[config.mk]
export PLATFORM = sky130hd
export DESIGN_NAME = dmem_arbiter_flat
export DESIGN_NICKNAME = d
export VERILOG_FILES = /design/src/rtl/dmem_arbiter_pkg.sv /design/src/rtl/dmem_arbiter_if.sv /design/src/rtl/dmem_arbiter_rr_arb2.sv /design/src/rtl/dmem_arbiter.sv /design/src/flat_wrapper.sv
export SDC_FILE = /design/constraint.sdc
export NUM_CORES = 1
export LEC_CHECK = 0
export BUFFER_PORTS_ARGS = -buffer_cell sky130_fd_sc_hd__buf_4
export CORE_ASPECT_RATIO = 0.5
export CORE_MARGIN = 3
export CORE_UTILIZATION = 41
export DETAILED_ROUTE_END_ITERATION = 8
export PLACE_DENSITY = 0.86
export SYNTH_ARGS = -nofsm -noshare
export SYNTH_HDL_FRONTEND = slang
export SYNTH_SLANG_ARGS = --single-unit
[constraint.sdc]
create_clock -name clk -period 2.8 [get_ports clk]
set_input_delay 0.7 -clock clk [delete_from_list [all_inputs] [get_ports clk]]
set_output_delay 0.7 -clock clk [all_outputs]
set_load 0.01 [all_outputs]
[src/rtl/dmem_arbiter_pkg.sv]
// rtl/dmem_arbiter_pkg.sv - shared types, sizes and lane-merge helper for dmem_arbiter
// Contents:
//   WORDS, AW     memory depth in words and word-address width
//   dmem_state_t  IDLE / MERGE
//   dmem_req_t    one requester's fields (we, addr, be, wdata)
//   be_merge      per-lane select between new and old word
package dmem_pkg;

  localparam int WORDS = 1024;
  localparam int AW    = $clog2(WORDS);

  typedef enum logic {IDLE, MERGE} dmem_state_t;

  typedef struct packed {
    logic        we;
    logic [31:0] addr;
    logic [3:0]  be;
    logic [31:0] wdata;
  } dmem_req_t;

  // Lane i takes new_word when be[i] is set, otherwise keeps old_word.
  function automatic logic [31:0] be_merge(input logic [31:0] old_word,
                                           input logic [31:0] new_word,
                                           input logic [3:0]  be);
    logic [31:0] res;
    for (int i = 0; i < 4; i++) begin
      res[8*i +: 8] = be[i] ? new_word[8*i +: 8] : old_word[8*i +: 8];
    end
    return res;
  endfunction

endpackage

[src/rtl/dmem_arbiter_if.sv]
// rtl/dmem_arbiter_if.sv - two-port request/response bundle for dmem_arbiter
// Signals (index = port, 0 = load/store unit, 1 = loader):
//   req_valid/req_ready  request handshake, transfer on valid & ready
//   req_we/addr/be/wdata request fields, held stable until ready
//   resp_valid           per-port one-cycle completion pulse
//   resp_rdata/resp_err  shared completion data and out-of-range flag
// Modports: master = requester side, slave = arbiter side.
interface dmem_arbiter_if;

  logic [1:0]       req_valid;
  logic [1:0]       req_ready;
  logic [1:0]       req_we;
  logic [1:0][31:0] req_addr;
  logic [1:0][3:0]  req_be;
  logic [1:0][31:0] req_wdata;
  logic [1:0]       resp_valid;
  logic [31:0]      resp_rdata;
  logic             resp_err;

  modport master (
    output req_valid, req_we, req_addr, req_be, req_wdata,
    input  req_ready, resp_valid, resp_rdata, resp_err
  );

  modport slave (
    input  req_valid, req_we, req_addr, req_be, req_wdata,
    output req_ready, resp_valid, resp_rdata, resp_err
  );

endinterface

[src/rtl/dmem_arbiter_rr_arb2.sv]
// rtl/dmem_arbiter_rr_arb2.sv - combinational two-way round-robin arbiter
// Ports:
//   req   in  [1:0]  requests
//   last  in  1      index of the most recent winner
//   grant out [1:0]  one-hot (or zero) grant
module rr_arb2 (
  input  logic [1:0] req,
  input  logic       last,
  output logic [1:0] grant
);

  // A lone requester always wins; on contention the port that did not win last time goes.
  assign grant[0] = req[0] & (~req[1] | last);
  assign grant[1] = req[1] & (~req[0] | ~last);

endmodule

[src/rtl/dmem_arbiter.sv]
// rtl/dmem_arbiter.sv - shares the single-port data RAM between two requesters
// Ports:
//   clk, rst_n  clock (rising edge) and asynchronous active-low reset
//   bus         dmem_arbiter_if.slave request/response bundle for ports 0 and 1
//   mem_we      RAM write enable
//   mem_addr    RAM word address
//   mem_wdata   RAM write data
//   mem_rdata   RAM combinational read data
module dmem_arbiter
  import dmem_pkg::*;
(
  input  logic                clk,
  input  logic                rst_n,
  dmem_arbiter_if.slave       bus,
  output logic                mem_we,
  output logic [AW-1:0]       mem_addr,
  output logic [31:0]         mem_wdata,
  input  logic [31:0]         mem_rdata
);

  dmem_state_t   state;
  logic          rr_last;
  logic [AW-1:0] m_word;
  logic [31:0]   m_data;
  logic          m_port;

  logic [1:0]    grant;
  logic          acc;
  logic          sel;
  dmem_req_t     sel_req;
  logic [AW-1:0] word;
  logic          oor;
  logic          partial;
  logic          unused_addr_lsb;

  // Gating with rst_n keeps ready (and hence every memory strobe) low while reset is held.
  rr_arb2 u_arb (
    .req   (bus.req_valid & {2{rst_n && state == IDLE}}),
    .last  (rr_last),
    .grant (grant)
  );

  assign bus.req_ready = grant;
  assign acc           = |grant;
  assign sel           = grant[1];

  always_comb begin
    sel_req.we    = bus.req_we[sel];
    sel_req.addr  = bus.req_addr[sel];
    sel_req.be    = bus.req_be[sel];
    sel_req.wdata = bus.req_wdata[sel];
  end

  // Byte offset is meaningless here: lanes are chosen by be.
  assign word            = sel_req.addr[AW+1:2];
  assign unused_addr_lsb = ^sel_req.addr[1:0];
  assign oor             = |sel_req.addr[31:AW+2];
  assign partial         = (sel_req.be != 4'hF) && (sel_req.be != 4'h0);

  always_comb begin
    mem_we    = 1'b0;
    mem_addr  = '0;
    mem_wdata = '0;
    if (rst_n && state == MERGE) begin
      mem_we    = 1'b1;
      mem_addr  = m_word;
      mem_wdata = m_data;
    end else if (acc) begin
      mem_addr = word;
      if (sel_req.we && !oor && sel_req.be == 4'hF) begin
        mem_we    = 1'b1;
        mem_wdata = sel_req.wdata;
      end
    end
  end

  always_ff @(posedge clk or negedge rst_n) begin
    if (!rst_n) begin
      state          <= IDLE;
      rr_last        <= 1'b1;
      bus.resp_valid <= '0;
      bus.resp_rdata <= '0;
      bus.resp_err   <= 1'b0;
      m_word         <= '0;
      m_data         <= '0;
      m_port         <= 1'b0;
    end else begin
      bus.resp_valid <= '0;
      bus.resp_err   <= 1'b0;
      case (state)
        IDLE: begin
          if (acc) begin
            rr_last <= sel;
            if (sel_req.we && !oor && partial) begin
              // Read half of the read-modify-write: merge now, write in MERGE.
              state  <= MERGE;
              m_word <= word;
              m_data <= be_merge(mem_rdata, sel_req.wdata, sel_req.be);
              m_port <= sel;
            end else begin
              bus.resp_valid <= grant;
              bus.resp_err   <= oor;
              bus.resp_rdata <= (!oor && !sel_req.we) ? mem_rdata : 32'h0;
            end
          end
        end
        MERGE: begin
          state                  <= IDLE;
          bus.resp_valid[m_port] <= 1'b1;
          bus.resp_rdata         <= '0;
        end
      endcase
    end
  end

endmodule

[src/flat_wrapper.sv]
// flat-port wrapper written by rule: the top's interface ports become plain ports
module dmem_arbiter_flat import dmem_pkg::*;
  (clk, rst_n, mem_we, mem_addr, mem_wdata, mem_rdata, bus_req_valid, bus_req_we, bus_req_addr, bus_req_be, bus_req_wdata, bus_req_ready, bus_resp_valid, bus_resp_rdata, bus_resp_err);
  dmem_arbiter_if bus_i ();
  input  logic clk;
  input  logic rst_n;
  output logic mem_we;
  output logic [AW-1:0] mem_addr;
  output logic [31:0] mem_wdata;
  input  logic [31:0] mem_rdata;
  input wire logic [$bits(bus_i.req_valid)-1:0] bus_req_valid;
  input wire logic [$bits(bus_i.req_we)-1:0] bus_req_we;
  input wire logic [$bits(bus_i.req_addr)-1:0] bus_req_addr;
  input wire logic [$bits(bus_i.req_be)-1:0] bus_req_be;
  input wire logic [$bits(bus_i.req_wdata)-1:0] bus_req_wdata;
  output wire logic [$bits(bus_i.req_ready)-1:0] bus_req_ready;
  output wire logic [$bits(bus_i.resp_valid)-1:0] bus_resp_valid;
  output wire logic [$bits(bus_i.resp_rdata)-1:0] bus_resp_rdata;
  output wire logic [$bits(bus_i.resp_err)-1:0] bus_resp_err;
  assign bus_i.req_valid = bus_req_valid;
  assign bus_i.req_we = bus_req_we;
  assign bus_i.req_addr = bus_req_addr;
  assign bus_i.req_be = bus_req_be;
  assign bus_i.req_wdata = bus_req_wdata;
  assign bus_req_ready = bus_i.req_ready;
  assign bus_resp_valid = bus_i.resp_valid;
  assign bus_resp_rdata = bus_i.resp_rdata;
  assign bus_resp_err = bus_i.resp_err;
  dmem_arbiter u_core (.clk(clk), .rst_n(rst_n), .bus(bus_i), .mem_we(mem_we), .mem_addr(mem_addr), .mem_wdata(mem_wdata), .mem_rdata(mem_rdata));
endmodule
==> run_results.csv, run 1 <==
group,metric,value,unit
detailed_routing,route.detailed.wl_per_inst,19.4,um
yosys,mappedNetlistArea,4670,um^2
sta,final-setup-viol-count,33,
place,place_hpwl,13400,um
detailed_routing,postRouteAntennaNets,0,
yosys,synthDistinctLibCells,32,
place,numPortBuffers,249,
sta,hold_violations,0,
power_and_ir_drop,power.density,390,nW/um^2
sta,drv_slew,0,
power_and_ir_drop,part_of_the_power_in_combinational_logic,0.197,
status,failed_checks,"setup timing",
cts,cts_max_path_buffers,2,
cts,post_cts_hold_buffer_count,0,
yosys,ys.flop_type,"sky130_fd_sc_hd__dfrtp_1",
grt,track_usage,0.266,
layout,post-route-util,0.734,
detailed_routing,dr.pass1.iters,5,
power_and_ir_drop,p_seq_frac,0.383,
cts,cts_made_buffers,9,
yosys,synth_edf_count,0,
detailed_routing,first_iteration_detailed_routing_drc_count,243,
detailed_routing,route.top_layer_used,"met4",
setup_path,worst_setup_path_start_kind,"primary input",
place,place.detailed.instances,894,
cts,tritoncts,"built",
layout,drive_gt1_frac,0.542,
yosys,synth_nets,642,
sta,worst_pin_slew,0.676,ns
yosys,synth_top_area_frac,0.423,
yosys,synth_sequential_area_ratio,0.429,
power_and_ir_drop,power.ir.vdd_worst,0.325,mV
yosys,yosys.cell_count.top_type,"sky130_fd_sc_hd__mux2i_1",
layout,stdcell_count,911,
status,status,"finished with violations",
sta,fin_ws,-0.277,ns
yosys,synthesized_netlist_cell_count,468,
yosys,yosysWarningCount,0,
cts,worstSkewPairLatency,0.34,ns
sta,clock.fmax,325,MHz
yosys,register_bit_total_from_synthesis,80,
power_and_ir_drop,p_int,2.30,mW
place,routabilityCongestion,0.956,
detailed_routing,detail_route.wirelength.met1,6710,um
sta,fin_setup_tns,-7.63,ns
cts,htree_levels,3,
setup_path,crit_path_max_fanout,3,
detailed_routing,dr_wl_met3,1090,um
sta,rsz0062_at_grt,"true",
yosys,synth_top_cell_by_area,"sky130_fd_sc_hd__dfrtp_1",
cts,clkSlewWorstSetupHoldPaths,0.06,ns
floorplanning,die-area,12800,um^2
power_and_ir_drop,p_sw_frac,0.242,
power_and_ir_drop,p_switching,738,uW
cts,total_clock_sinks,80,
place,place_ws,-0.362,ns
power_and_ir_drop,clkPwrFrac,0.420,
setup_path,timing_worst_setup_path_type,"primary input to output port",
min_path,holdCritPathClass,"flip-flop to flip-flop",
detailed_routing,met2WireLength,9330,um
detailed_routing,remaining_drc_errors,0,
grt,overflow,0,
sta,min_period_over_period,1.10,
yosys,post_synth.cell_area_avg,9.99,um^2
setup_path,critPathArrivalTime,2.38,ns
yosys,postSynth.asyncResetShare,1.00,
floorplanning,die_height,81.5,um
floorplanning,floorplan.core_area,10600,um^2
sta,final.min_clock_period,3.08,ns
detailed_routing,wirelength,17700,um
flow_run,maxCapViolCount,0,
sta,fin_worst_skew,0.00651,ns
grt,grt_pass1_vias,5169,
grt,number_of_antenna_violations_at_the_first_check_in_global_routing,0,
layout,insertedDiodeCount,0,
floorplanning,io-pin-count,254,
grt,grt_max_degree,50,
floorplanning,die_width,157,um
sta,relSlewSlack,0.549,
power_and_ir_drop,total_leakage_power,4.28,nW
setup_path,critical_path_required,2.10,ns
layout,synthToLayoutAreaGrowth,67.1,%
floorplanning,rows,26,
setup_path,end_kind,"output port",
cts,clk_root_buffer_cell,"sky130_fd_sc_hd__clkbuf_16",
detailed_routing,post_drt_via_cell_ratio,5.37,
yosys,synth_top_cells_by_area,"sky130_fd_sc_hd__dfrtp_1 (42%), sky130_fd_sc_hd__mux2i_1 (18%), sky130_fd_sc_hd__mux2_2 (7.9%), sky130_fd_sc_hd__inv_1 (6.1%), sky130_fd_sc_hd__o32ai_1 (6.0%)",
grt,grt_first_pass_wirelength,26400,um
power_and_ir_drop,power.total,3.04,mW
floorplanning,floorplan.initialDensity,0.439,
layout,finalNetCount,940,
detailed_routing,route.vias.total,4888,
layout,n_fill_cell,708,
yosys,post_synth_most_frequent_cells,"sky130_fd_sc_hd__mux2i_1 (86), sky130_fd_sc_hd__dfrtp_1 (79), sky130_fd_sc_hd__inv_1 (76)",
==> repair_timing <==
action | in CTS | in global routing
setup endpoints to repair | 34 | 43
cloned | 0 | 1
setup buffers | 0 | 0
pin swaps | 0 | 1
gates resized for setup | 7 | 15
==> sequential cells by signal, indices dropped and copies added (netlist names) <==
name	count
u_core.bus.resp_rdata	32
u_core.m_data	32
u_core.m_word	10
u_core.bus.resp_valid	2
u_core.bus.resp_err	1
u_core.m_port	1
u_core.rr_last	1
u_core.state	1
==> worst paths after layout <==
kind                                  startpoint                       end  slack [ns]  cells past startpoint
worst max register to register    u_core.rr_last          u_core.m_word[2]        0.37                      9
max in group asynchronous                  rst_n  u_core.bus.resp_rdata[9]        1.71                      3
worst min register to register    u_core.rr_last            u_core.rr_last        0.49                      2
worst min-delay path              u_core.rr_last            u_core.rr_last        0.49                      2
worst max-delay path            bus_req_addr[16]              mem_wdata[0]       -0.28                      8
min in group asynchronous                  rst_n          u_core.m_word[1]        0.55                      3
==> area by class of cell <==
type                    count  area, um^2  area share
repair buffers            315        2540       0.326
multi-input cells         283        2480       0.317
flip-flops and latches     80        2000       0.256
inverters                  77         289      0.0370
clock buffers              10         239      0.0306
well taps                 140         175      0.0224
clock inverters             6        82.6      0.0106
==> logic make-up (layout without fill, tap and decap cells) <==
kind of cell    after synthesis  after routing  share of synthesized area
simple gates                 78             78                     0.0824
mux                         123            123                      0.275
flops                        80             80                      0.429
buf+inv                     105            408                     0.0934
compound gates               82             82                      0.120
==> placed cells by master, fill, tap and decap left out, types with 3 or more instances in the layout <==
cell type	count
sky130_fd_sc_hd__mux2i_4	3
sky130_fd_sc_hd__buf_12	11
sky130_fd_sc_hd__inv_1	76
sky130_fd_sc_hd__clkinv_2	3
sky130_fd_sc_hd__o32ai_1	32
sky130_fd_sc_hd__mux2i_2	9
sky130_fd_sc_hd__o21ai_2	27
sky130_fd_sc_hd__clkbuf_16	10
sky130_fd_sc_hd__mux2i_1	78
sky130_fd_sc_hd__o21ai_0	11
sky130_fd_sc_hd__nor4_1	10
sky130_fd_sc_hd__nand2_1	47
sky130_fd_sc_hd__buf_4	298
sky130_fd_sc_hd__o21ai_4	3
sky130_fd_sc_hd__mux2_2	33
sky130_fd_sc_hd__buf_6	4
sky130_fd_sc_hd__o21ai_1	3
sky130_fd_sc_hd__dfrtp_1	79
==> critical path: stages <==
cell and delay, ns:
sky130_fd_sc_hd__buf_6 0.09, sky130_fd_sc_hd__or4_4 0.53, sky130_fd_sc_hd__a211oi_4 0.25, sky130_fd_sc_hd__o2bb2ai_4 0.16, sky130_fd_sc_hd__nand3_4 0.12, sky130_fd_sc_hd__o21ai_1 0.25
sky130_fd_sc_hd__buf_4 0.16, sky130_fd_sc_hd__buf_4 0.12
==> power by group through the flow <==
stage | Sequential [mW] | Clock [mW] | Combinational (mW)
floorplan | 1.19 | 0 | 0.198
global placement | 1.19 | 0 | 0.552
detailed placement | 1.19 | 0 | 0.568
CTS | 1.16 | 1.30 | 0.574
global route | 1.16 | 1.34 | 0.636
finish | 1.16 | 1.28 | 0.598
==> per-stage QoR <==
stage	hold slack, ns	instance area (um^2)
floorplan	0.404	4890
global placement	0.459	7380
detailed placement	0.466	7380
CTS	0.477	7720
global route	0.487	7810
finish	0.486	7810
==> per-layer routing <==
metal,global-route usage,up-vias
met4,0.117,0
met2,0.485,227
met1,0.302,2369
li1,-,2240
met3,0.0647,52
met5,0,-
No activity file was read; power rests on OpenSTA's default activity.
==> run 2: changes to the inputs <==
ABC_CLOCK_PERIOD_IN_PS = 2800   (was not set)
CORE_ASPECT_RATIO = 0.8   (was 0.5)
==> run 2 against run 1 <==
- the run still ends with setup timing left
- wire length decreased by 7.1%
- via count is 2.9% lower
- maximum frequency rose by 1.0%
- clock power about the same
- count of clock-buffer cells in the layout grew 1
- sequential power about the same
- worst setup slack gained 0.031 ns
- die area fell by 0.54%
- hold slack worse by 0.19 ns
- cell count grew 1.2%
- design area shrank 0.43%
- largest cell class unchanged
- highest routed layer unchanged
==> run_results.csv, run 2 (same netlist as run 1, synthesis figures left out) <==
group,metric,value,unit
layout,reg.largest.list,"u_core.bus.resp_rdata (32), u_core.m_data (32), u_core.m_word (10)",
setup_path,r2r_cells,8,
sta,worst_pin_slew,0.580,ns
setup_path,critical_path_required,2.10,ns
cts,post_cts_hold_buffer_count,0,
detailed_routing,remaining_drc_errors,0,
sta,rsz0062_at_grt,"true",
sta,hold_violations,0,
cts,clkSlewWorstSetupHoldPaths,0.06,ns
sta,clock.fmax,328,MHz
cts,cts_max_path_buffers,2,
grt,grt_pass1_vias,5198,
detailed_routing,route.vias.total,4748,
place,place_hpwl,12800,um
floorplanning,io-pin-count,254,
setup_path,end_kind,"output port",
grt,track_usage,0.254,
setup_path,setup.reg_to_reg.worst_slack,0.44,ns
cts,cts_made_buffers,9,
cts,worstSkewPairLatency,0.32,ns
detailed_routing,route.detailed.wl_per_inst,17.8,um
sta,min_period_over_period,1.09,
layout,final_cell_mix,"sky130_fd_sc_hd__buf_4 (307), sky130_fd_sc_hd__mux2i_1 (85), sky130_fd_sc_hd__dfrtp_1 (79)",
detailed_routing,wirelength,16400,um
layout,stdcell_count,922,
floorplanning,floorplan.initialDensity,0.424,
floorplanning,die_height,102,um
grt,grt_first_pass_wirelength,25900,um
sta,final-setup-viol-count,33,
sta,fin_ws,-0.246,ns
layout,finalInstanceArea,7780,um^2
place,place.detailed.instances,905,
min_path,holdCritPathClass,"primary input to asynchronous set/reset pin",
grt,overflow,0,
layout,mostFrequentLayoutCell,"sky130_fd_sc_hd__buf_4",
setup_path,critPathArrivalTime,2.35,ns
sta,drv_slew,0,
floorplanning,die-area,12700,um^2
status,status,"finished with violations",
setup_path,crit_path_max_fanout,22,
layout,post-route-util,0.706,
sta,fin_worst_skew,0.00502,ns
sta,fin_setup_tns,-7.05,ns
sta,final.min_clock_period,3.05,ns
setup_path,worst_setup_path_start_kind,"primary input",
place,place_ws,-0.322,ns
cts,tritoncts,"built",
sta,hold-worst-slack,0.298,ns
status,failed_checks,"setup timing",
setup_path,timing_worst_setup_path_type,"primary input to output port",
layout,insertedDiodeCount,0,
cts,total_clock_sinks,80,
setup_path,critical_path.reg2reg.startpoint,"u_core.rr_last",
cts,clk_root_buffer_cell,"sky130_fd_sc_hd__clkbuf_16",
setup_path,reg2reg_to,"u_core.bus.resp_rdata[1]",
detailed_routing,post_drt_via_cell_ratio,5.15,
place,numPortBuffers,249,
power_and_ir_drop,power.total,3.01,mW
grt,number_of_antenna_violations_at_the_first_check_in_global_routing,0,
power_and_ir_drop,power.ir.vdd_worst,0.369,mV
detailed_routing,dr.pass1.iters,4,
power_and_ir_drop,power.density,388,nW/um^2
flow_run,maxCapViolCount,0,
layout,finalNetCount,947,
place,routabilityCongestion,0.896,
cts,htree_levels,3,
layout,drive_gt1_frac,0.535,
power_and_ir_drop,total_leakage_power,4.31,nW
floorplanning,rows,34,
floorplanning,floorplan.core_area,11000,um^2
detailed_routing,first_iteration_detailed_routing_drc_count,182,
sta,relSlewSlack,0.614,
floorplanning,die_width,125,um
grt,grt_max_degree,46,
detailed_routing,postRouteAntennaNets,0,
layout,synthToLayoutAreaGrowth,66.4,%
place,placement.cell_area,7400,um^2
==> run 2: cell types whose count changed in the layout (fill, tap and decap cells not counted), sizes merged <==
cell	change
clkinvlp	+1
clkinv	-2
buf	+8
==> run 2: timing repair <==
item / 4_1_cts / 5_1_grt
setup endpoints to repair: 43 / 42
setup buffers: 1 / 0
pin swaps: 1 / 0
resized for setup: 12 / 2
==> run 2: critical path: stages <==
cell	delay, ns
sky130_fd_sc_hd__buf_6	0.09
sky130_fd_sc_hd__or4_4	0.53
sky130_fd_sc_hd__a211oi_4	0.25
sky130_fd_sc_hd__o2bb2ai_4	0.15
sky130_fd_sc_hd__nand3_4	0.11
sky130_fd_sc_hd__buf_12	0.19
sky130_fd_sc_hd__o21ai_2	0.16
sky130_fd_sc_hd__buf_4	0.14
==> run 2: metal layers <==
layer  track usage  share of wire
met5             0              0
met4        0.0767          0.021
met3        0.0543          0.062
met2         0.481           0.53
met1         0.290           0.39
==> run 2: how the worst max path moves through the flow <==
stage	startpoint	endpoint	slack [ns]	cells after the start
after floorplan	bus_req_addr[16]	mem_wdata[10]	-0.08	6
after global placement	bus_req_addr[16]	mem_wdata[31]	-0.29	8
after detailed placement	bus_req_addr[16]	mem_wdata[31]	-0.32	8
final	bus_req_addr[16]	mem_wdata[22]	-0.25	8
after global routing	bus_req_addr[16]	mem_wdata[31]	-0.33	8
after CTS	bus_req_addr[16]	mem_wdata[22]	-0.25	8
==> run 2: final cells by class <==
type	instances	area, um^2
inverter	77	289
timing repair buffer	322	2560
sequential	80	2000
fill	804	3240
multi-input combinational	283	2420
clock buffer	11	243
clock inverter	5	80.1
tap	144	180
==> run 2: report_power, final <==
part           leakage, nW  internal [mW]  switching (mW)
Clock                0.152          0.804           0.463
Combinational         3.10          0.337           0.245
Sequential            1.05           1.16         0.00251
